## config.mk

```make
export PLATFORM = sky130hd
export DESIGN_NAME = spi_regbank
export DESIGN_NICKNAME = d
export VERILOG_FILES = /design/src/rtl/spi_regbank.sv
export SDC_FILE = /design/constraint.sdc
export NUM_CORES = 1
export LEC_CHECK = 0
export ABC_AREA = 1
export ABC_CLOCK_PERIOD_IN_PS = 1680
export CORE_MARGIN = 2
export CORE_UTILIZATION = 30
export CTS_BUF_LIST = sky130_fd_sc_hd__clkbuf_2
export DETAILED_ROUTE_END_ITERATION = 7
export GPL_ROUTABILITY_DRIVEN = 0
export MAX_ROUTING_LAYER = met4
export PLACE_DENSITY = 0.54
export SLEW_MARGIN = 5
export SYNTH_ARGS = -nofsm -noshare
export SYNTH_HDL_FRONTEND = slang
export SYNTH_SLANG_ARGS = --single-unit
```

## constraint.sdc

```tcl
create_clock -name clk -period 1.68 [get_ports clk]
set_input_delay 0.252 -clock clk [delete_from_list [all_inputs] [get_ports clk]]
set_output_delay 0.252 -clock clk [all_outputs]
set_load 0.1 [all_outputs]
```

## src/rtl/spi_regbank.sv

```systemverilog
// spi_regbank: SPI register-bank peripheral with configurable register count
// and width, selectable CPOL/CPHA, read-back over CIPO, a write strobe and a
// frame-error pulse.
//
// Ports:
//   clk, rst_n      system clock, asynchronous active-low reset
//   nCS, SCLK, COPI SPI pins, asynchronous to clk
//   CIPO, CIPO_oe   read-back data and its tristate enable
//   regs_out        flat register bus, register i at [i*DATA_W +: DATA_W]
//   wr_strobe       one-cycle pulse per committed write
//   wr_addr         address of the last committed write
//   frame_err       one-cycle pulse per rejected frame
module spi_regbank #(
  parameter int NUM_REGS = 5,
  parameter int DATA_W   = 8,
  parameter int ADDR_W   = 7,
  parameter bit CPOL     = 1'b0,
  parameter bit CPHA     = 1'b0
) (
  input  logic                         clk,
  input  logic                         rst_n,
  input  logic                         nCS,
  input  logic                         SCLK,
  input  logic                         COPI,
  output logic                         CIPO,
  output logic                         CIPO_oe,
  output logic [NUM_REGS*DATA_W-1:0]   regs_out,
  output logic                         wr_strobe,
  output logic [ADDR_W-1:0]            wr_addr,
  output logic                         frame_err
);

  localparam int FRAME_W = 1 + ADDR_W + DATA_W;
  localparam int CNT_W   = $clog2(FRAME_W + 2);

  logic                 ncs_p0, ncs_p1, ncs_p2;
  logic                 sclk_p0, sclk_p1, sclk_p2;
  logic                 copi_p0, copi_p1;
  logic [CNT_W-1:0]     bit_cnt;
  logic [FRAME_W-1:0]   shift_sr;
  logic [FRAME_W-1:0]   shift_nx;
  logic [DATA_W-1:0]    rd_shift;
  logic [DATA_W-1:0]    rd_val;
  logic                 rd_active;
  logic                 cipo_q;
  logic                 lead_edge, trail_edge, sample_edge, drive_edge;
  logic                 ncs_fall, ncs_rise, sample_ok, snap_now;
  logic [ADDR_W-1:0]    snap_addr;
  logic                 fr_rw, fr_full;
  logic [ADDR_W-1:0]    fr_addr;
  logic [DATA_W-1:0]    fr_data;

  // Bit counter stops one past a full frame so any overrun stays visible.
  function automatic logic [CNT_W-1:0] cnt_sat_inc(input logic [CNT_W-1:0] c);
    return (c == CNT_W'(FRAME_W + 1)) ? c : c + 1'b1;
  endfunction

  function automatic logic addr_ok(input logic [ADDR_W-1:0] a);
    return {{(32-ADDR_W){1'b0}}, a} < 32'(NUM_REGS);
  endfunction

  // ---- stage p0/p1: synchronisers, p2: edge-detect history ----
  always_ff @(posedge clk or negedge rst_n) begin
    if (!rst_n) begin
      ncs_p0  <= 1'b1;
      ncs_p1  <= 1'b1;
      ncs_p2  <= 1'b1;
      sclk_p0 <= CPOL;
      sclk_p1 <= CPOL;
      sclk_p2 <= CPOL;
    end else begin
      ncs_p0  <= nCS;
      ncs_p1  <= ncs_p0;
      ncs_p2  <= ncs_p1;
      sclk_p0 <= SCLK;
      sclk_p1 <= sclk_p0;
      sclk_p2 <= sclk_p1;
    end
  end

  always_ff @(posedge clk) begin
    copi_p0 <= COPI;
    copi_p1 <= copi_p0;
  end

  // ---- edge decode on synchronised signals ----
  assign lead_edge   = (sclk_p2 == CPOL) && (sclk_p1 != CPOL);
  assign trail_edge  = (sclk_p2 != CPOL) && (sclk_p1 == CPOL);
  assign sample_edge = CPHA ? trail_edge : lead_edge;
  assign drive_edge  = CPHA ? lead_edge  : trail_edge;
  assign ncs_fall    = ncs_p2 && !ncs_p1;
  assign ncs_rise    = !ncs_p2 && ncs_p1;
  // A sample edge coinciding with nCS rising is dropped: ncs_p1 is already high.
  assign sample_ok   = sample_edge && !ncs_p1 && !ncs_fall;

  assign shift_nx  = {shift_sr[FRAME_W-2:0], copi_p1};
  // The sample edge that completes R/W + address triggers the read snapshot.
  assign snap_now  = sample_ok && (bit_cnt == CNT_W'(ADDR_W));
  assign snap_addr = shift_nx[ADDR_W-1:0];

  // Unmatched addresses fall through to zero.
  always_comb begin
    rd_val = '0;
    for (int i = 0; i < NUM_REGS; i++) begin
      if (snap_addr == ADDR_W'(i)) rd_val = regs_out[i*DATA_W +: DATA_W];
    end
  end

  assign fr_rw   = shift_sr[FRAME_W-1];
  assign fr_addr = shift_sr[DATA_W +: ADDR_W];
  assign fr_data = shift_sr[DATA_W-1:0];
  assign fr_full = (bit_cnt == CNT_W'(FRAME_W));

  // ---- frame capture and read shifter ----
  always_ff @(posedge clk) begin
    if (ncs_fall)       shift_sr <= '0;
    else if (sample_ok) shift_sr <= shift_nx;

    if (snap_now)                                rd_shift <= rd_val;
    else if (rd_active && drive_edge && !ncs_p1) rd_shift <= rd_shift << 1;
  end

  // ---- control, read-back output and commit ----
  always_ff @(posedge clk or negedge rst_n) begin
    if (!rst_n) begin
      bit_cnt   <= '0;
      rd_active <= 1'b0;
      cipo_q    <= 1'b0;
      regs_out  <= '0;
      wr_strobe <= 1'b0;
      wr_addr   <= '0;
      frame_err <= 1'b0;
    end else begin
      wr_strobe <= 1'b0;
      frame_err <= 1'b0;

      if (ncs_fall) begin
        bit_cnt   <= '0;
        rd_active <= 1'b0;
      end else if (sample_ok) begin
        bit_cnt <= cnt_sat_inc(bit_cnt);
        if (snap_now) rd_active <= ~shift_nx[ADDR_W];
      end

      if (ncs_p1) begin
        rd_active <= 1'b0;
        cipo_q    <= 1'b0;
      end else if (rd_active && drive_edge) begin
        cipo_q <= rd_shift[DATA_W-1];
      end

      if (ncs_rise) begin
        if (bit_cnt != '0 && !fr_full) begin
          frame_err <= 1'b1;
        end else if (fr_full && !addr_ok(fr_addr)) begin
          frame_err <= 1'b1;
        end else if (fr_full && fr_rw) begin
          for (int i = 0; i < NUM_REGS; i++) begin
            if (fr_addr == ADDR_W'(i)) regs_out[i*DATA_W +: DATA_W] <= fr_data;
          end
          wr_strobe <= 1'b1;
          wr_addr   <= fr_addr;
        end
      end
    end
  end

  // Gating with ncs_p1 drops CIPO in the same cycle the frame closes.
  assign CIPO    = cipo_q && !ncs_p1;
  assign CIPO_oe = !ncs_p1;

endmodule

```

==> flow_summary_export.csv, run 1 <==
group,metric,value,unit
outcome,status,"complete, but fails checks",
outcome,failed_checks,"negative setup slack",
critical_path,path_max_fanout,4,
critical_path,slowest_delay,630,ps
floorplanning,dieArea,0.01533,sq mm
synthesis,synth_area_leaders,"dfrtp_1 (34%), nand2_1 (10%), dfxtp_1 (8.4%)",
pwr,switching_share,27.09,%
drt,wl_per_cell,14.82,microns
layout,drive_gt1_share,28.19,%
synthesis,synth_edf_count,8,
synthesis,ys_seq_area_share,50.04,%
synthesis,yosysUniqueCellTypes,31,
layout,area_delta_synth_final,43.89,%
sta,skew,30.39,ps
synthesis,async_reset_ff_share,70.45,%
placement,placed_area,0.005695,sq mm
sta,min_period,1793,ps
pwr,power.total,0.003869,W
clocking,clk_pin_slew,250,ps
global_routing,grt_use_total,16.44,%
drt,drt_iter0_drc,333,
synthesis,synth_nets,517,
placement,place_hpwl,8344,microns
global_routing,grt_pass1_wl,18320,microns
sta,fin_crit_sh,106.7,%
layout,n_fill_cell,1258,
global_routing,grt_pass1_vias,3629,
synthesis,synthTopCellsByCount,"nand2_1 (119), inv_1 (90), dfrtp_1 (59), nand4_1 (43), nand3_1 (41)",
pwr,vdd_drop_max,260.2,uV
floorplanning,rows,43,
synthesis,synth_flop_cell,"dfrtp_1",
clocking,cts-root-buf,"clkbuf_2",
min_path,hp-class,"in -> async",
critical_path,crit_chain,"buf_4 > inv_6 > buf_12",
floorplanning,start_util,30.91,%
critical_path,slowest_stage,"dfstp_2",
floorplanning,fp.dieW,123.8,microns
clocking,cts_tree,"built",
critical_path,path_class,"reg -> out",
run,maxCapViolCount,0,
drt,drc,0,
drt,ant_nets,0,
global_routing,gr-total-overflow,0,
clocking,cts_buffers,9,
floorplanning,die_h,123.8,microns
critical_path,path_buf_inv,3,
sta,finalSetupTns,-1193,ps
pwr,clkPwrFrac,31.7,%
sta,setup_violations,40,
synthesis,yosysTopAreaCell,"dfrtp_1",
critical_path,cp-start-kind,"register",
synthesis,ys_warn_count,0,
sta,maxSlewViolCount,0,
critical_path,end_kind,"primary output",
sta,rsz0062_at_grt,"yes",
critical_path,crit_start,"ncs_p1",
clocking,htree_levels,3,
synthesis,synth.most_common_cell,"nand2_1",
synthesis,syn_inst,509,
pwr,pwr-share-comb,10.9,%
floorplanning,coreArea,0.01393,sq mm
sta,fmax,0.5579,GHz
layout,register_area,0.002156,sq mm
critical_path,worst_ep_required_time,1430,ps
clocking,cts_max_path_buffers,2,
drt,wl,11620,microns
pwr,leakage,3.013,nW
critical_path,cp.arrival,1540,ps
drt,vias_per_cell,4.786,
clocking,insertion_delay,590,ps
layout,fin_nets,606,
clocking,clkSinkCount,88,
layout,fin_area,0.006198,sq mm
pwr,p_int,0.002821,W
drt,drt-pass1-iter-count,6,
layout,multi_input_area,0.001789,sq mm
critical_path,cp_top_family,"flip-flops",
placement,portBuffers,55,
floorplanning,io_pins,56,
global_routing,grt_max_degree,38,
synthesis,ys_ff_latch,88,
sta,layout_setup_ws,-112.6,ps
sta,slew_headroom,64.66,%
synthesis,netlist.area_leader.share,34.27,%
drt,vias,3752,
sta,worst_pin_slew,528.4,ps
sta,hold_violations,0,
pwr,seqPwrFrac,57.4,%
critical_path,reg2reg_from,"ncs_p1",
synthesis,syn_area,0.004308,sq mm
pwr,cellPowerDensity,624.2,mW/mm^2
synthesis,postSynthAreaPerCell,8.463,sq um
pwr,p_sw,0.001048,W
global_routing,antenna_found_initial,1,
## sequential cells by signal (all words and copies together) (netlist names), 5 cells and up
register  flops
regs_out     40
shift_sr     16
wr_addr       7
rd_shift      8
bit_cnt       5
## per-stage QoR
step / worst slack [ps] / instances / hold WS [ps] / utilization (%)
2_1_floorplan: 4.487 / 509 / -43.59 / -
3_3_place_gp: 63.60 / 750 / 170.6 / 40.87
3_5_place_dp: 28.34 / 750 / 174.6 / 40.87
4_1_cts: -122.1 / 774 / 11.32 / 42.59
5_1_grt: -193.9 / 784 / 22.87 / 44.48
6_report: -112.6 / 784 / 46.45 / 44.48
## timing repair
action                                 4_1_cts  5_1_grt
hold buffers                                 2        0
setup buffers                                5        8
pin swaps                                    2       16
gates resized for setup                      3       38
setup endpoints to repair                   28       69
cloned                                       1        1
endpoints found under the hold margin       62        0
## metal layers
layer	part of all wire (%)	GRT usage, %
met1	43	21.64
met2	48	24.97
met5	0	-
met3	6.5	2.839
met4	2.2	7.102
## cell type report
class / instances / share of cell area, %
Sequential cell: 88 / 34.78
Multi-Input combinational cell: 303 / 28.87
Timing Repair Buffer: 91 / 24.00
Inverter: 105 / 6.540
Tap cell: 180 / 3.633
Clock inverter: 6 / 1.332
Clock buffer: 10 / 0.8074
Antenna cell: 1 / 0.04037
## placed cells by master (no fill, tap or decap), drive strengths merged
cell type	synthesis	routed
nand2	128	128
a21oi	2	2
clkinvlp	0	2
edfxtp	8	8
dlygate4sd3	0	2
nand4	44	44
bufinv	0	2
clkinv	1	2
o21ai	27	27
clkbuf	1	11
diode	0	1
nor2	21	21
dfrtp	59	59
inv	104	105
o21bai	7	7
dfstp	3	3
clkdlybuf4s50	0	3
nand3	48	48
ha	3	3
buf	12	85
o22ai	15	15
nor3	8	8
dfxtp	18	18
## power groups by stage
stage / Combinational (W) / Sequential, W / Clock (W)
global placement: 0.000388 / 0.00226 / 0
floorplan: 0.000212 / 0.00228 / 0
CTS: 0.000407 / 0.00222 / 0.00127
global route: 0.000463 / 0.00223 / 0.00135
detailed placement: 0.000396 / 0.00226 / 0
finish: 0.000422 / 0.00222 / 0.00123
## worst paths after layout
path                                    end  slack, ps  cells after the start
worst max-delay path                CIPO_oe       -110                      3
worst min-delay path             bit_cnt[2]         50                      2
worst max register to register  regs_out[8]        -70                      8
worst min register to register      copi_p1        350                      0
max in group asynchronous            ncs_p2       1000                      3
min in group clk                    copi_p0         80                      1
## cell families after synthesis
group | synth area share [%]
simple gates | 30.99
buf+inv | 11.33
flops | 50.04
compound gates | 6.767
fa+ha+maj | 0.8714
## worst reg2reg max path, delay by kind of cell (launching register included)
kind | cells | cell delay, ps
simple gates | 5 | 700
flops | 1 | 630
buf+inv | 3 | 360
(Power assumes the default switching activity.)
==> run 2, diff against run 1 <==
Settings changed: CORE_ASPECT_RATIO set to 0.7.
==> run 2 against run 1 <==
- the flow still finishes with violations (negative setup slack)
- flip-flop and latch count unchanged
- setup slack better by 73 ps
- cell count up 0.38%
- combinational power up 11%
- critical endpoint is now CIPO
- clock skew down 6.7 ps
- largest cell class unchanged
- worst hold slack worse by 0.67 ps
- routed wire length up 4.8%
- register-to-register slack better by 60 ps
- total power down 2.4%
- clock power down 12%
- sequential share of layout area up 0.79 points
- clock-buffer cell count unchanged
==> flow_summary_export.csv, run 2 (same netlist as run 1, synthesis figures left out) <==
group,metric,value,unit
clocking,htree_levels,3,
sta,setup_violations,9,
critical_path,rr_worst_depth,8,
critical_path,cp_top_family,"flip-flops",
drt,vias,3736,
pwr,leakage,2.949,nW
layout,fin_nets,600,
clocking,clk_pin_slew,240,ps
layout,final_util,43.49,%
critical_path,end_kind,"primary output",
global_routing,gr-total-overflow,0,
sta,layout_setup_ws,-39.41,ps
floorplanning,io_pins,56,
global_routing,antenna_found_initial,0,
floorplanning,fp.dieW,147.2,microns
critical_path,reg2reg_from,"ncs_p1",
layout,area_delta_synth_final,40.95,%
sta,skew,23.67,ps
sta,finalSetupTns,-109.5,ps
critical_path,cp.arrival,1470,ps
placement,place_hpwl,8964,microns
layout,largest_register,"regs_out",
floorplanning,dieArea,0.01535,sq mm
global_routing,grt_use_total,16.71,%
critical_path,crit_chain,"nor2_4 > buf_12",
sta,fmax,0.5816,GHz
clocking,cts_buffers,9,
critical_path,reg2reg_slack,-10,ps
critical_path,cp.depth,2,
pwr,pwr-share-comb,12.4,%
global_routing,grt_pass1_wl,19400,microns
outcome,failed_checks,"negative setup slack",
drt,wl_per_cell,15.47,microns
clocking,cts_tree,"built",
drt,vias_per_cell,4.747,
floorplanning,start_util,30.85,%
pwr,cellPowerDensity,622.1,mW/mm^2
sta,slew_headroom,68.14,%
pwr,p_int,0.002702,W
sta,maxSlewViolCount,0,
drt,ant_nets,0,
floorplanning,die_h,104.3,microns
critical_path,slowest_delay,670,ps
critical_path,worst_ep_required_time,1430,ps
sta,rsz0062_at_grt,"yes",
layout,final_common_cell,"nand2_1",
pwr,clkPwrFrac,28.5,%
pwr,power.total,0.003777,W
pwr,vdd_drop_max,293.1,uV
sta,hold_violations,0,
drt,wl,12180,microns
drt,drc,0,
layout,antenna_cells,0,
sta,worst_pin_slew,476.4,ps
critical_path,path_buf_inv,1,
clocking,cts-root-buf,"clkbuf_2",
pwr,switching_share,28.47,%
run,maxCapViolCount,0,
global_routing,grt_pass1_vias,3541,
clocking,cts_max_path_buffers,2,
floorplanning,rows,36,
placement,portBuffers,55,
critical_path,slowest_stage,"dfstp_2",
layout,largest_register_ffs,40,
critical_path,cp-start-kind,"register",
clocking,insertion_delay,580,ps
critical_path,path_class,"reg -> out",
pwr,p_sw,0.001075,W
min_path,hp-class,"in -> async",
outcome,status,"complete, but fails checks",
global_routing,grt_max_degree,51,
layout,drive_gt1_share,27.81,%
critical_path,worstReg2RegEnd,"regs_out[39]",
pwr,seqPwrFrac,59.1,%
critical_path,path_max_fanout,3,
layout,layout_common_cells,"nand2_1 (114), inv_1 (87), dfrtp_1 (57), buf_12 (56), nand4_1 (43)",
drt,drt-pass1-iter-count,5,
floorplanning,coreArea,0.01396,sq mm
drt,drt_iter0_drc,391,
layout,top_regs,"regs_out x40, shift_sr x16, rd_shift x8",
placement,dpl_worst_slack,47.83,ps
clocking,clkSinkCount,88,
sta,fin_crit_sh,102.3,%
sta,min_period,1719,ps
[run 2: cell types whose count changed in the layout (fill, tap and decap cells not counted), moves of 3 or more]
cell / delta
buf_12: -3
inv_2: +3
nand2_1: +8
nand2_2: -8
[run 2: worst register-to-register path, cell delays in order, from the launching register on]
cell and delay, ps:
dfstp_2 670, buf_6 140, nand4_4 130, nor2_8 200, buf_4 170, buf_16 110
nand4_1 90, nand2_1 90, inv_1 40
[run 2: cell type report]
class,instances,area (sq um)
fillers,1379,7891
flip-flops and latches,88,2160
multi-input cells,303,1790
repair buffers,84,1366
inverters,105,402.9
well taps,190,237.7
clock inverters,6,60.06
clock buffers,10,50.05
repair inverters,1,5.005
[run 2: worst max path at each step]
stage	slack [ps]	to	from
floorplan	4	rd_shift[0]	ncs_p1
detailed placement	50	rd_shift[6]	bit_cnt[0]
global route	-120	regs_out[11]	ncs_p1
finish	-40	CIPO	ncs_p1
global placement	90	regs_out[12]	ncs_p1
CTS	-70	CIPO	ncs_p1
[run 2: layer usage]
metal  track usage, %  wire length, microns
met5                -                     0
met2            21.96                  4967
met4            3.571                   127
met3            3.509                   971
met1            25.95                  6111
[run 2: timing repair]
item | in CTS | in global routing
cloned | 1 | 1
gates resized for setup | 4 | 36
endpoints found under the hold margin | 59 | 0
hold buffers | 1 | 0
endpoints found under the setup margin | 2 | 71
setup buffers | 4 | 7
pin swaps | 3 | 10
[run 2: per-stage QoR]
stage | instance area [sq um] | hold WS, ps | cells
after global placement | 5698 | 167.3 | 757
after floorplan | 4315 | -43.59 | 509
after CTS | 5893 | 24.67 | 779
after global routing | 6072 | 12.87 | 787
final | 6072 | 45.78 | 787
after detailed placement | 5698 | 170.4 | 757
[run 2: power by group through the flow]
| stage | logic (W) | registers, W | clock network [W] |
|---|---|---|---|
| after floorplan | 0.000212 | 0.00228 | 0 |
| after global placement | 0.000371 | 0.00226 | 0 |
| after detailed placement | 0.000382 | 0.00226 | 0 |
| after CTS | 0.000391 | 0.00222 | 0.00111 |
| after global routing | 0.000514 | 0.00224 | 0.00120 |
| final | 0.000468 | 0.00223 | 0.00108 |
